$ cat src/rtl/fft8_in_buf.sv
// rtl/fft8_in_buf.sv - ping-pong 8-sample framing buffer ahead of the 8-point FFT core
// Build option FFT8_IBUF_BITREV_EN: sample k of a frame lands in lane bitrev3(k) instead of lane k.
module fft8_in_buf #(
  parameter int DW = 24,
  parameter int N  = 8
) (
  input  logic            clk,
  input  logic            rstn,
  input  logic            clr,
  input  logic            s_valid,
  output logic            s_ready,
  input  logic [DW-1:0]   s_real,
  input  logic [DW-1:0]   s_imag,
  input  logic            s_last,
  output logic            m_valid,
  input  logic            m_ready,
  output logic [N*DW-1:0] m_real,
  output logic [N*DW-1:0] m_imag,
  output logic            m_err
);

  // The 3-bit write index and lane mapping only describe an 8-point frame.
  if (N != 8) begin : g_bad_n
    $error("fft8_in_buf: N must be 8");
  end

  logic [N*DW-1:0] bank_re [2];
  logic [N*DW-1:0] bank_im [2];
  logic [1:0]      full;
  logic [1:0]      full_nxt;
  logic            wr_bank;
  logic            rd_bank;
  logic [2:0]      wr_idx;
  logic [2:0]      lane;
  logic            s_fire;
  logic            m_fire;

  // A bank is writable only while it holds no completed frame; no input feeds the handshakes.
  assign s_ready = ~full[wr_bank];
  assign m_valid = full[rd_bank];
  assign m_real  = bank_re[rd_bank];
  assign m_imag  = bank_im[rd_bank];
  assign s_fire  = s_valid & s_ready;
  assign m_fire  = m_valid & m_ready;

`ifdef FFT8_IBUF_BITREV_EN
  assign lane = {wr_idx[0], wr_idx[1], wr_idx[2]};
`else
  assign lane = wr_idx;
`endif

  // Completion and frame hand-off always touch different banks, so both can apply at once.
  always_comb begin
    full_nxt = full;
    if (m_fire) full_nxt[rd_bank] = 1'b0;
    if (s_fire && wr_idx == 3'd7) full_nxt[wr_bank] = 1'b1;
  end

  // Sample storage: flush leaves contents alone, only reset zeroes them.
  always_ff @(posedge clk or negedge rstn) begin
    if (!rstn) begin
      bank_re[0] <= '0;
      bank_re[1] <= '0;
      bank_im[0] <= '0;
      bank_im[1] <= '0;
    end else if (!clr && s_fire) begin
      bank_re[wr_bank][lane*DW +: DW] <= s_real;
      bank_im[wr_bank][lane*DW +: DW] <= s_imag;
    end
  end

  // Framing control: bank occupancy, bank pointers, write index and the framing-error pulse.
  always_ff @(posedge clk or negedge rstn) begin
    if (!rstn) begin
      full    <= '0;
      wr_bank <= 1'b0;
      rd_bank <= 1'b0;
      wr_idx  <= '0;
      m_err   <= 1'b0;
    end else if (clr) begin
      full    <= '0;
      wr_bank <= 1'b0;
      rd_bank <= 1'b0;
      wr_idx  <= '0;
      m_err   <= 1'b0;
    end else begin
      full  <= full_nxt;
      // An early s_last drops the partial frame; lane 7 always completes regardless of s_last.
      m_err <= s_fire & s_last & (wr_idx != 3'd7);
      if (m_fire) rd_bank <= ~rd_bank;
      if (s_fire) begin
        if (wr_idx == 3'd7) begin
          wr_bank <= ~wr_bank;
          wr_idx  <= '0;
        end else if (s_last) begin
          wr_idx <= '0;
        end else begin
          wr_idx <= wr_idx + 3'd1;
        end
      end
    end
  end

endmodule
$ cat config.mk
export PLATFORM = sky130hd
export DESIGN_NAME = fft8_in_buf
export DESIGN_NICKNAME = d
export VERILOG_FILES = /design/src/rtl/fft8_in_buf.sv
export SDC_FILE = /design/constraint.sdc
export NUM_CORES = 1
export LEC_CHECK = 0
export BUFFER_PORTS_ARGS = -buffer_cell sky130_fd_sc_hd__buf_2
export CAP_MARGIN = 15
export CORE_AREA = 2 2 333 335
export CTS_CLUSTER_DIAMETER = 100
export DETAILED_ROUTE_END_ITERATION = 10
export DIE_AREA = 0 0 335 337
export GPL_TIMING_DRIVEN = 1
export HOLD_SLACK_MARGIN = 0.03
export PLACE_DENSITY_LB_ADDON = 0.2
export SLEW_MARGIN = 20
export SYNTH_ARGS = -nofsm -noshare
export SYNTH_HDL_FRONTEND = slang
export SYNTH_SLANG_ARGS = --single-unit
$ cat constraint.sdc
create_clock -name clk -period 4.4 [get_ports clk]
set_input_delay 0.44 -clock clk [delete_from_list [all_inputs] [get_ports clk]]
set_output_delay 0.44 -clock clk [all_outputs]
set_load 0.01 [all_outputs]
==> flow_summary.toml, run 1 <==
[worst_setup_path]
crit_buf_inv = 2
r2r_slack_ns = 0.36
cpLargestDelayFamily = "simple AND/OR/NAND/NOR gates"
crit_fanout = 16
path_depth = 12
regToRegStartpoint = "lane[0]"
endpoint = "bank_re[21]"
crit_arrival_ns = 4.58
slowest_delay_ns = 0.48
crit_required_ns = 4.94
crit_slowest_cell = "dfrtp_4"
end_kind = "flip-flop"
start_kind = "flip-flop"
reg2reg_depth = 12
startpoint = "lane[0]"
worstSetupPathType = "flip-flop to flip-flop"
crit_chain = "ha_1 > fa_1 > xor2_2 > nor2_1 > ha_1 > buf_4 > nor4bb_1 > and4_1 > nand3_1 > nand2_1 > buf_4 > mux2_2"
rr_endpoint = "bank_re[21]"

[placement]
place_worst_setup_slack_ns = 0.3400
place_congestion = 1.005
dpl.cell_count = 4787
dp_hpwl_um = 96520
port_buffers = 440

[detailed_routing]
routed_via_density = 5.341
routed_wl_um = 134000
drc = 0
via_count = 26525
drt_iter0_drc = 2006
drt-pass1-iter-count = 5
wire_per_inst_um = 26.98
postRouteAntennaNets = 0

[finish]
utilization_pct = 41.40
final_cell_mix = "mux2_2 (1023), dfrtp_1 (774), buf_2 (439), nand2_1 (170), o21ai_0 (150)"
area_growth_pct = 19.16
layout.nets = 3518
instances_no_fill = 4966
layout-drive-gt1-share_pct = 51.16
final_common_cell = "mux2_2"

[cts]
postCtsSetupBuffers = 0
cts_tree = "built"
cts_root_buffer = "clkbuf_16"
insertion_delay_ns = 0.67
cts.sinks = 776
numCtsBuffers = 90
cts.path.max_buffers = 3
clkSlewWorstSetupHoldPaths_ns = 0.06
htreeDepth = 3

[sta]
tns_ns = 0
layout_min_cycle_time_ns = 4.036
drv_slew = 0
setup_viol = 0
slew_headroom_pct = 26.79
timing.hold.ws_ns = 0.09148
min_period_over_period_pct = 91.73
rsz0062_at_grt = "false"
hold_viol = 0
fin_ws_ns = 0.3641
max_clock_freq_mhz = 247.8
clock_skew_ns = 0.02331
tightest_slew_ns = 1.090

[floorplan]
core_mm2 = 0.1096
placementRows = 122
dieArea_mm2 = 0.1129
die_h_um = 337
boundaryPins = 441
initial_core_util_pct = 34.75
die_w_um = 335

[synthesis]
netlist_area_mm2 = 0.03808
syn_area_per_cell_um2 = 12.63
netlist-cell-type-count = 76
yosysWarningCount = 0
synthArstFlopShare_pct = 100.0
synth-edff-count = 0
syn-num-nets = 3078
yosys_register_bits = 776
synthCells = 3016
synth_flop_cell = "dfrtp_1"
ys_seq_area_share_pct = 50.99

[job]
maxCapViolations = 0

[run_status]
status = "complete, no violations"

[global_routing]
antenna_found_initial = 35
grt_pass1_vias = 26795
grt-ovfl-total = 0
grt_usage_pct = 23.50
grt_pass1_wl_um = 193700
grt_max_degree = 107

[pwr]
pwr_density_cell_mw_per_mm2 = 373.8
vdd_drop_max_mv = 0.2484
p_leak_nw = 22.76

[min_path]
min_path_type = "input port to flip-flop"
## report_power, final
group          total (mW)  switching, mW  internal (mW)
combinational        1.83           1.19          0.639
sequential           7.43         0.0899           7.34
clock                7.71           3.14           4.57
total                17.0           4.42           12.5
## worst reg2reg max path, stage by stage, from the launching register on
cell      delay (ns)
dfrtp_4         0.48
ha_1            0.23
fa_1            0.43
xor2_2          0.28
nor2_1          0.08
ha_1            0.39
buf_4           0.22
nor4bb_1        0.27
and4_1          0.28
nand3_1         0.37
nand2_1         0.21
buf_4           0.28
mux2_2          0.38
## layer usage
| metal | track usage (%) | routed length, µm | part of all wire, % |
|---|---|---|---|
| met1 | 32.54 | 58400 | 44 |
| met2 | 36.94 | 61880 | 46 |
| met3 | 4.624 | 9253 | 6.9 |
| met4 | 7.557 | 4307 | 3.2 |
| met5 | 0 | 124 | 0.093 |
## kinds of logic (layout without fill, tap and decap cells)
group | count (synthesis) | count (layout) | synth area share [%]
AO/OA/AOI/OAI | 386 | 386 | 6.778
XOR/XNOR | 7 | 7 | 0.2004
adder cells (fa/ha/maj) | 8 | 8 | 0.2825
buffers and inverters | 286 | 798 | 3.177
flip-flops | 776 | 776 | 50.99
multiplexers | 1121 | 1121 | 33.09
other | 0 | 12 | 0
AND/OR/NAND/NOR | 432 | 432 | 5.483
## cells in the mapped netlist (all sizes together), types with 19 or more instances
| cell | number | area [µm²] |
|---|---|---|
| mux2i | 78 | 780.8 |
| buf | 71 | 402.9 |
| clkbuf | 157 | 589.3 |
| nand3 | 19 | 95.09 |
| inv | 57 | 214.0 |
| and2 | 20 | 125.1 |
| nor2 | 129 | 489.2 |
| nand2 | 174 | 663.1 |
| a22oi | 100 | 750.7 |
| a21oi | 28 | 170.2 |
| o21ai | 153 | 773.2 |
| a22o | 21 | 183.9 |
| dfrtp | 776 | 19420 |
| mux2 | 1043 | 11820 |
## sequential cells by signal (all words and copies together) (netlist names)
signal	flops
rd_bank	1
wr_bank	1
lane	3
bank_im	384
full	2
m_err	1
bank_re	384
## layout make-up
| cell class | count | area [µm²] |
|---|---|---|
| clock inverter | 40 | 481.7 |
| antenna | 12 | 30.03 |
| inverter | 58 | 217.7 |
| multi-input combinational | 1954 | 17520 |
| clock buffer | 124 | 2532 |
| tap | 1426 | 1784 |
| timing repair buffer | 576 | 3391 |
| fill | 10585 | 64220 |
| sequential | 776 | 19430 |
## worst min-delay path by stage
stage | startpoint | end | slack (ns) | cells after the start
5_1_grt | clr | lane[1] | 0.08 | 2
2_1_floorplan | rstn | bank_im[0] | 0.14 | 0
6_report | clr | lane[1] | 0.09 | 2
3_5_place_dp | bank_re[163] | bank_re[163] | 0.47 | 2
3_3_place_gp | bank_re[161] | bank_re[161] | 0.46 | 2
4_1_cts | clr | lane[1] | 0.03 | 2
## repair_timing
item | 4_1_cts | 5_1_grt
hold endpoints to repair | 75 | 0
resized for setup | 0 | 0
hold buffers | 3 | 0
## per-stage QoR
| stage | power [mW] | instance area, µm² |
|---|---|---|
| 3_5_place_dp | 9.374 | 42300 |
| 5_1_grt | 17.59 | 45350 |
| 4_1_cts | 17.18 | 45340 |
| 6_report | 16.96 | 45380 |
| 2_1_floorplan | 8.416 | 38080 |
| 3_3_place_gp | 9.365 | 42300 |
(Power assumes the default switching activity.)
==> run 2, diff against run 1 <==
Clock period 4.4 ns to 3.95 ns, I/O delays scaled along.
==> flow_summary.toml, run 2 (synthesis gave the netlist of run 1 again) <==
[pwr]
combPwrFrac_pct = 10.8
clockPowerShare_pct = 45.4
internal-power_mw = 14.04
pwr-share-seq_pct = 43.8
pwr_density_cell_mw_per_mm2 = 411.4
sw_frac_of_total_pct = 25.70
p_leak_nw = 23.03
switchingPower_mw = 4.856
vdd_drop_max_mv = 0.3749

[placement]
place_congestion = 0.9727
port_buffers = 440
dp_hpwl_um = 97300

[global_routing]
grt-ovfl-total = 0
antenna_found_initial = 33
grt_pass1_wl_um = 192200
grt_usage_pct = 23.36
grt_max_degree = 87
grt_pass1_vias = 26994

[finish]
nFillCells = 10546
layout-drive-gt1-share_pct = 51.69
layout.nets = 3550
final_common_cell = "mux2_2"
final_cell_mix = "mux2_2 (1023), dfrtp_1 (774), buf_2 (439), nand2_1 (170), o21ai_0 (150)"
area_growth_pct = 20.60

[detailed_routing]
postRouteAntennaNets = 0
routed_via_density = 5.345
routed_wl_um = 134100
wire_per_inst_um = 26.83
drt-pass1-iter-count = 6
via_count = 26710
drt_iter0_drc = 1942
drc = 0

[cts]
insertion_delay_ns = 0.66
cts.sinks = 776
cts.path.max_buffers = 3
htreeDepth = 3
cts_tree = "built"
clkSlewWorstSetupHoldPaths_ns = 0.06
numCtsBuffers = 91
cts_root_buffer = "clkbuf_16"

[sta]
timing.hold.ws_ns = 0.1379
setup_viol = 0
min_period_over_period_pct = 95.81
rsz0062_at_grt = "false"
slew_headroom_pct = 23.03
max_clock_freq_mhz = 264.2
tns_ns = 0
hold_viol = 0
layout_min_cycle_time_ns = 3.785
clock_skew_ns = 0.01938
tightest_slew_ns = 1.150
drv_slew = 0

[worst_setup_path]
endpoint = "bank_im[104]"
end_kind = "flip-flop"
crit_required_ns = 4.47
reg2reg_depth = 9
worstSetupPathType = "flip-flop to flip-flop"
crit_arrival_ns = 4.31
rr_endpoint = "bank_im[104]"
r2r_slack_ns = 0.17
regToRegStartpoint = "lane[0]"
start_kind = "flip-flop"
crit_fanout = 16
startpoint = "lane[0]"

[floorplan]
placementRows = 122
die_w_um = 335
boundaryPins = 441
core_mm2 = 0.1096
initial_core_util_pct = 34.75
die_h_um = 337
dieArea_mm2 = 0.1129

[job]
maxCapViolations = 0

[min_path]
min_path_cells = 3
min_path_type = "input port to flip-flop"

[run_status]
status = "complete, no violations"
-- run 2: worst min-delay path by stage --
stage                         to  slack [ns]         start
floorplan             bank_im[0]         0.1          rstn
global placement    bank_im[162]        0.46  bank_im[162]
detailed placement  bank_im[163]        0.46  bank_im[163]
CTS                        m_err        0.08       s_valid
global route               m_err        0.13       s_valid
finish                     m_err        0.14       s_valid
-- run 2: area by class of cell --
cell class	instances	area, µm²	area share (%)
clock buffer	138	2799	6.094
sequential	776	19430	42.30
timing repair buffer	607	3904	8.500
clock inverter	27	257.7	0.5612
multi-input combinational	1954	17510	38.13
antenna	11	27.53	0.05993
tap	1426	1784	3.885
inverter	58	217.7	0.4740
-- run 2: critical path, cell delays in order, from the launching register on --
cell and delay (ns):
dfrtp_4 0.48, ha_1 0.23, fa_1 0.43, xor2_2 0.20, nor2_1 0.07, ha_1 0.54, nand2_1 0.18, or3_1 0.59
or2_1 0.55, mux2_2 0.37
-- run 2: per-stage QoR --
stage	instances	total power [mW]	setup slack (ns)	util (%)	area (µm²)
after CTS	4983	19.14	0.1635	41.84	45850
after global placement	4813	10.45	0.1327	39.00	42740
final	4997	18.90	0.1653	41.90	45930
after floorplan	3016	9.374	0.1085	-	38080
after detailed placement	4813	10.45	0.1844	39.00	42750
after global routing	4988	19.62	0.01889	41.88	45910
-- run 2: per-layer routing --
layer	vias to the layer above	GRT usage, %	part of all wire, %
li1	11816	-	-
met1	13804	31.86	44
met2	840	36.62	46
met3	230	4.457	6.5
met4	20	9.188	3.7
met5	-	0	0.10
-- run 2: power groups by stage --
stage | Clock, mW | Combinational [mW] | Sequential [mW]
finish | 8.57 | 2.04 | 8.28
global route | 9.16 | 2.16 | 8.30
CTS | 8.82 | 2.04 | 8.28
detailed placement | 0 | 2.03 | 8.42
global placement | 0 | 2.03 | 8.41
floorplan | 0 | 0.987 | 8.39
-- run 2: repair_timing --
action	in CTS	in global routing
endpoints found under the hold margin	73	0
setup endpoints to repair	0	33
gates resized for setup	0	1
hold buffers	5	0
setup buffers	0	3
